File: config.mk
export PLATFORM = sky130hd
export DESIGN_NAME = rf_context_mover
export DESIGN_NICKNAME = d
export VERILOG_FILES = /design/src/rtl/rf_context_mover_pkg.sv /design/src/rtl/rf_context_mover.sv
export SDC_FILE = /design/constraint.sdc
export NUM_CORES = 1
export LEC_CHECK = 0
export ABC_CLOCK_PERIOD_IN_PS = 5400
export BUFFER_PORTS_ARGS = -buffer_cell sky130_fd_sc_hd__buf_4
export CAP_MARGIN = 10
export CORE_MARGIN = 3
export CORE_UTILIZATION = 45
export CTS_CLUSTER_DIAMETER = 120
export CTS_CLUSTER_SIZE = 16
export DETAILED_ROUTE_END_ITERATION = 12
export PLACE_DENSITY_LB_ADDON = 0.08
export SLEW_MARGIN = 20
export SYNTH_ARGS = -nofsm -noshare
export SYNTH_HDL_FRONTEND = slang
export SYNTH_SLANG_ARGS = --single-unit
export TNS_END_PERCENT = 50
File: constraint.sdc
create_clock -name clk -period 5.4 [get_ports clk]
set_input_delay 1.08 -clock clk [delete_from_list [all_inputs] [get_ports clk]]
set_output_delay 1.08 -clock clk [all_outputs]
set_load 0.01 [all_outputs]
File: src/rtl/rf_context_mover_pkg.sv
// Shared types and constants for the register-context mover.
package rx32_ctx_pkg;

  typedef enum logic [2:0] {
    IDLE     = 3'd0,
    SAVE_REQ = 3'd1,
    LOAD_REQ = 3'd2,
    LOAD_WB  = 3'd3,
    DONE     = 3'd4,
    ERR      = 3'd5
  } ctx_state_t;

  typedef enum logic {
    OP_SAVE    = 1'b0,
    OP_RESTORE = 1'b1
  } ctx_op_t;

  localparam int NUM_REGS   = 32;
  localparam int WORD_BYTES = 4;

  // Index of the final register; the walk ends by comparing against this,
  // never by letting the 5-bit index wrap.
  localparam logic [4:0] LAST_IDX = 5'(NUM_REGS - 1);

endpackage

File: src/rtl/rf_context_mover.sv
// Moves a whole register bank to memory (SAVE, x0..x31) or from memory back
// into a bank (RESTORE, x1..x31). One memory word per register, addressed
// as base + 4*idx with natural wrap-around in AW bits.
//
// Handshakes: a command is taken on a clock edge where cmd_valid and
// cmd_ready are both high; cmd_ready is high only while idle, so cmd_valid
// in any other cycle is ignored. A memory transfer completes on an edge
// where mem_req and mem_ack are both high; until then every memory output
// stays constant. mem_ack while mem_req is low has no effect.
module rf_context_mover
  import rx32_ctx_pkg::*;
#(
  parameter int NUM_BANKS = 5,
  parameter int AW        = 32
) (
  input  logic          clk,
  input  logic          rst,
  input  logic          cmd_valid,
  output logic          cmd_ready,
  input  logic          cmd_op,
  input  logic [2:0]    cmd_bank,
  input  logic [AW-1:0] cmd_base,
  output logic          done,
  output logic          error,
  output logic [2:0]    rf_sel_read,
  output logic [4:0]    rf_RA1,
  input  logic [31:0]   rf_RD1,
  output logic [2:0]    rf_sel_write,
  output logic          rf_WE3,
  output logic [4:0]    rf_WA3,
  output logic [31:0]   rf_WD3,
  output logic          mem_req,
  output logic          mem_we,
  output logic [AW-1:0] mem_addr,
  output logic [31:0]   mem_wdata,
  input  logic [31:0]   mem_rdata,
  input  logic          mem_ack,
  output logic [2:0]    dbg_state
);

  localparam logic [3:0] NB = 4'(NUM_BANKS);

  ctx_state_t    state_q;
  logic          ready_q;
  logic [4:0]    idx_q;
  logic [2:0]    bank_q;
  logic [AW-1:0] base_q;
  logic [31:0]   data_q;
  logic [AW-1:0] offset;

  assign offset    = AW'({idx_q, 2'b00});
  assign cmd_ready = ready_q & ~rst;
  assign dbg_state = state_q;

  // Sequencer: command capture, register walk and memory handshake.
  always_ff @(posedge clk) begin
    if (rst) begin
      state_q <= IDLE;
      ready_q <= 1'b0;
      idx_q   <= 5'd0;
      bank_q  <= 3'd0;
      base_q  <= '0;
      data_q  <= 32'd0;
    end else begin
      case (state_q)
        IDLE: begin
          ready_q <= 1'b1;
          if (ready_q && cmd_valid) begin
            ready_q <= 1'b0;
            bank_q  <= cmd_bank;
            base_q  <= cmd_base & ~AW'(3);
            if ({1'b0, cmd_bank} >= NB) begin
              state_q <= ERR;
            end else if (cmd_op == OP_RESTORE) begin
              state_q <= LOAD_REQ;
              idx_q   <= 5'd1;
            end else begin
              state_q <= SAVE_REQ;
              idx_q   <= 5'd0;
            end
          end
        end
        SAVE_REQ: begin
          if (mem_ack) begin
            if (idx_q == LAST_IDX) state_q <= DONE;
            else idx_q <= idx_q + 5'd1;
          end
        end
        LOAD_REQ: begin
          if (mem_ack) begin
            data_q  <= mem_rdata;
            state_q <= LOAD_WB;
          end
        end
        LOAD_WB: begin
          if (idx_q == LAST_IDX) begin
            state_q <= DONE;
          end else begin
            idx_q   <= idx_q + 5'd1;
            state_q <= LOAD_REQ;
          end
        end
        DONE, ERR: begin
          state_q <= IDLE;
          ready_q <= 1'b1;
          idx_q   <= 5'd0;
        end
        default: begin
          state_q <= IDLE;
          ready_q <= 1'b0;
        end
      endcase
    end
  end

  // Port drive decoded from the registered state; only mem_wdata passes the
  // register-file read data straight through.
  always_comb begin
    done         = 1'b0;
    error        = 1'b0;
    rf_sel_read  = 3'd0;
    rf_RA1       = 5'd0;
    rf_sel_write = 3'd0;
    rf_WE3       = 1'b0;
    rf_WA3       = 5'd0;
    rf_WD3       = 32'd0;
    mem_req      = 1'b0;
    mem_we       = 1'b0;
    mem_addr     = '0;
    mem_wdata    = 32'd0;
    case (state_q)
      SAVE_REQ: begin
        rf_sel_read = bank_q;
        rf_RA1      = idx_q;
        mem_req     = 1'b1;
        mem_we      = 1'b1;
        mem_addr    = base_q + offset;
        mem_wdata   = rf_RD1;
      end
      LOAD_REQ: begin
        mem_req  = 1'b1;
        mem_addr = base_q + offset;
      end
      LOAD_WB: begin
        rf_WE3       = 1'b1;
        rf_sel_write = bank_q;
        rf_WA3       = idx_q;
        rf_WD3       = data_q;
      end
      DONE:    done  = 1'b1;
      ERR:     error = 1'b1;
      default: ;
    endcase
  end

endmodule

After elaboration in Yosys (flattened, before gate mapping)

Index checks and enable logic that the tools add are counted.

Memories kept: 0
Logic and storage cells: 60
Memory bits (read-only): 0
Flip-flop bits (word level): 74
Bits in writable memories: 0
Latch bits: 0
Bits of input ports: 104

Reduce and logical (&&, ||, !) cells: 10
Bitwise logic cells: 2
Equality and inequality tests: 11
Add/sub/neg operators: 2
$mul: 0
Shifts and indexed selects: 0
Multiplexer cells: 28
Div/mod/pow operators: 0
Magnitude comparators: 1

Operators with widths:

| cell                                                            | number |
|---|---|
| 32-bit two-way mux                                              | 3 |
| 32-bit by 7-bit adder with 32-bit output                        | 1 |
| 5-bit two-way mux                                               | 6 |
| 3-bit two-way mux                                               | 8 |
| 5-bit case mux with 4 select lines                              | 1 |
| 3-bit case mux with 4 select lines                              | 1 |
| 2-bit inequality test, second input constant                    | 5 |
| 4-bit AND reduction                                             | 2 |
| 1-bit two-way mux                                               | 7 |
| 3-bit by 2-bit == test with 1-bit output, second input constant | 2 |
| 3-bit == test, second input constant                            | 2 |
| 5-bit by 1-bit adder with 5-bit output, second input constant   | 1 |
| 5-bit == test, second input constant                            | 1 |
| 2-bit AND reduction                                             | 2 |
| 4-bit nonzero test                                              | 1 |
| 2-bit OR reduction                                              | 2 |
| 3-bit by 1-bit == test with 1-bit output, second input constant | 1 |
| 3-bit >= comparator, second input constant                      | 1 |
| 3-bit zero test                                                 | 1 |
| 1-bit case mux with 3 select lines                              | 1 |
| 3-bit OR reduction                                              | 1 |
| 2-bit two-way mux                                               | 1 |
| 1-bit AND                                                       | 1 |
| 1-bit logical AND                                               | 1 |
| 1-bit inverter                                                  | 1 |

Depth between registers and ports, before layout

Depth in word-level cells: 4
Depth in mapped cells: 9
Mapped depth without buffers: 8

Worst setup path after synthesis

No wires, ideal clock.

Kind: register to output
Start: register idx_q[0]
End: output mem_addr[24]
Required time: 4.320 ns
Cell stages (with the launch flop): 10
Arrival: 2.116 ns
Path slack: 2.204 ns
Path through: dfxtp_1 -> ha_1 -> inv_1 -> fa_1 -> nor2b_1 -> o31a_1 -> buf_2 -> o211ai_2 -> or3_1 -> a21oi_1

Word-level cells in the longest chain between the ends: 2

RTL lines:

| item                                     | RTL line                                         | text |
|---|---|---|
| start: declaration                       | rf_context_mover.sv:45                           | `logic [4:0] idx_q;` |
| start signal: assignment                 | rf_context_mover.sv:86                           | `else idx_q <= idx_q + 5'd1;` |
| start signal: assignment                 | rf_context_mover.sv:99                           | `idx_q <= idx_q + 5'd1;` |
| 32-bit by 7-bit adder with 32-bit output | rf_context_mover.sv:137, rf_context_mover.sv:142 |  |
| 32-bit two-way mux                       | --                                               |  |
| end: declaration                         | rf_context_mover.sv:34                           | `output logic [AW-1:0] mem_addr,` |

No other way between the ends.

Worst setup path after layout

Start: register idx_q[0]
End: output mem_addr[30]

The elaborated chain is that of the path after synthesis.

==> run_results.csv <==
group,metric,value,unit
sta,setup_tns,0,ps
global_route,met3_usage,0.0582,
worst_setup_path,crit_arrival,3110,ps
yosys,synth-simple-area-share,0.355,
placement,dpl_cell_area,5880,um2
clock_tree,clock_latency,340,ps
worst_setup_path,rrSetupSlack,3230,ps
yosys,synth_seq_cells,74,
floorplan,placementRows,34,
yosys,synth_common_cells,"nand2_1, a21oi_1, dfxtp_1",
global_route,grt_pass1_vias,4383,
detailed_routing,antenna_left,0,
detailed_routing,vias,4822,
sta,final_hold_viol_count,0,
yosys,syn_area,4220,um2
global_route,use_met1,0.311,
floorplan,core,8930,um2
detailed_routing,wl_per_cell,15.5,um
worst_setup_path,crit_path_start,"idx_q[0]",
worst_setup_path,r2r-start,"idx_q[0]",
worst_setup_path,r2r_cells,7,
yosys,synth_top_family_by_area,"simple AND/OR/NAND/NOR gates",
yosys,synth_top_cell_area_share,0.351,
yosys,synth_edf_count,0,
yosys,synthCells,585,
floorplan,dieArea,10600,um2
final_layout,drive_above_1_share,0.324,
sta,clock.fmax,0.239,GHz
clock_tree,path_clk_slew,80,ps
sta,maxSlewHeadroom,0.471,
detailed_routing,drc,0,
clock_tree,cts_hold_buf,0,
detailed_routing,wirelength,13800,um
floorplan,boundaryPins,225,
global_route,grt_use_met2,0.429,
worst_setup_path,startpoint_type,"register",
placement,gp_congestion,0.876,
global_route,gr-max-usage-layer,"met2",
clock_tree,cts_tree,"done",
final_layout,syn_to_final_growth,44.5,%
clock_tree,cts_setup_buffers,0,
floorplan,fp.dieH,103,um
sta,fin_crit_sh,0.776,
clock_tree,cts_buffers,9,
global_route,grt_antenna_before_repair,0,
worst_setup_path,required,4320,ps
clock_tree,postCtsResizedCells,0,
sta,slew_viol_final,0,
placement,io_buffers,220,
worst_hold_path,hold_path.class,"register to register",
sta,post-route-min-period,4190,ps
clock_tree,cts.sinks,74,
flow_run,maxCapViolations,0,
yosys,postSynthAreaPerCell,7.22,um2
yosys,post-synth-top-count-cell,"nand2_1",
detailed_routing,first_pass_iters,5,
power,ir_drop,0.000165,V
yosys,synth_mux_area_frac,0.00237,
yosys,yosysTopAreaCell,"dfxtp_1",
detailed_routing,drt_iter0_markers,216,
outcome,outcome,"finished clean",
final_layout,antenna-diode-count,0,
yosys,synthAdderAreaFrac,0.0255,
placement,dp_slack,1700,ps
clock_tree,cts.htree.levels,3,
floorplan,start_util,0.473,
global_route,grt.total_usage,0.253,
sta,finalSetupViolCount,0,
global_route,overflow,0,
yosys,seq_area_frac_synth,0.351,
detailed_routing,drt-vias-per-instance,5.42,
yosys,ys.flop_type,"dfxtp_1",
clock_tree,ctsLongestPathBuffers,2,
final_layout,fin_area,6110,um2
sta,rsz0062_at_grt,"no",
power,p_leak,2.80,nW
power,pwr_density_cell,312,nW/um2
yosys,async_reset_ff_frac,0,
floorplan,chipWidth,103,um
yosys,synth_compound_area_frac,0.172,
worst_setup_path,crit_path_end,"mem_addr[30]",
final_layout,nets,889,
clock_tree,root_buffer,"clkbuf_8",
worst_setup_path,worstSetupPathType,"register to output port",
global_route,grt_pass1_wl,21400,um
worst_setup_path,r2r_end,"idx_q[2]",
power,power,1.91,mW
sta,fin_skew,9.19,ps
placement,post-dp-hpwl,9880,um
yosys,ys_warn_count,0,
yosys,synthTopCellsByArea,"dfxtp_1, nand2_1, a21oi_1",
global_route,grt_start_max_net_pins,76,
yosys,synth_xor_area_frac,0.0435,
worst_setup_path,crit_path_end_kind,"output port",
worst_setup_path,critPathMaxFanout,10,
yosys,post_synth_num_cell_types,47,
sta,whs,453,ps
sta,tightestPinTransition,793,ps
sta,fin_ws,1210,ps
[cells in the final DEF, fill, tap and decap left out, types with 4 or more instances in the layout]
cell type / netlist / routed
and4_1: 4 / 4
nand3_1: 10 / 10
o211ai_1: 8 / 8
nor2_1: 30 / 27
o21ai_0: 9 / 9
a21oi_1: 79 / 79
dfxtp_1: 74 / 74
ha_1: 7 / 7
inv_1: 6 / 6
clkbuf_8: 0 / 9
o2111ai_1: 7 / 7
and3_1: 47 / 47
nand2_1: 143 / 143
xor2_1: 15 / 15
buf_4: 2 / 226
xnor2_1: 6 / 6
and2_1: 43 / 43
nor2_2: 2 / 4
or3_1: 6 / 5
[layer usage]
layer | vias to the layer above | routed length (um)
met5 | - | 0
met3 | 24 | 1310
met2 | 239 | 6810
met4 | 0 | 329
met1 | 2196 | 5310
li1 | 2363 | -
[area by class of cell]
class	count	area, um2
fill	791	2830
multi-input combinational	460	2550
timing repair buffer	226	1700
sequential	74	1480
tap	108	135
clock buffer	10	128
clock inverter	6	91.3
inverter	6	22.5
[worst min path at each step]
stage | slack [ps] | to | cells past startpoint | startpoint
2_1_floorplan | 430 | data_q[28] | 2 | data_q[28]
3_3_place_gp | 440 | data_q[6] | 2 | data_q[6]
3_5_place_dp | 440 | data_q[28] | 2 | data_q[28]
4_1_cts | 460 | data_q[28] | 2 | data_q[28]
5_1_grt | 470 | data_q[5] | 2 | data_q[5]
6_report | 450 | data_q[5] | 2 | data_q[5]
[power by group]
group	leakage, nW	switching (mW)	internal (mW)	total (mW)
combinational	2.09	0.435	0.301	0.736
sequential	0.600	0.0768	0.617	0.694
clock	0.110	0.214	0.262	0.476
[per-stage QoR]
stage,std cells,util
2_1_floorplan,586,-
3_3_place_gp,874,0.658
5_1_grt,890,0.683
3_5_place_dp,874,0.658
4_1_cts,890,0.683
6_report,890,0.683
[worst max-delay path, stage by stage, from the launching register on]
cell and delay (ps):
dfxtp_1 460, ha_1 220, inv_1 60, fa_1 380, nor2b_1 240, o31a_1 470, o211ai_2 230, or3_1 350
a21oi_1 200, buf_4 160
[state kept, by name, indices dropped and copies added (netlist names)]
signal	flops
data_q	32
bank_q	3
ready_q	1
base_q	30
dbg_state	3
idx_q	5
[logic make-up after synthesis]
group                    count (synthesis)
XOR/XNOR                                21
AO/OA/AOI/OAI                          121
multiplexers                             1
adder cells (fa/ha/maj)                  8
buffers and inverters                   52
AND/OR/NAND/NOR                        307
flip-flops                              74
other                                    1
(Power assumes the default switching activity.)
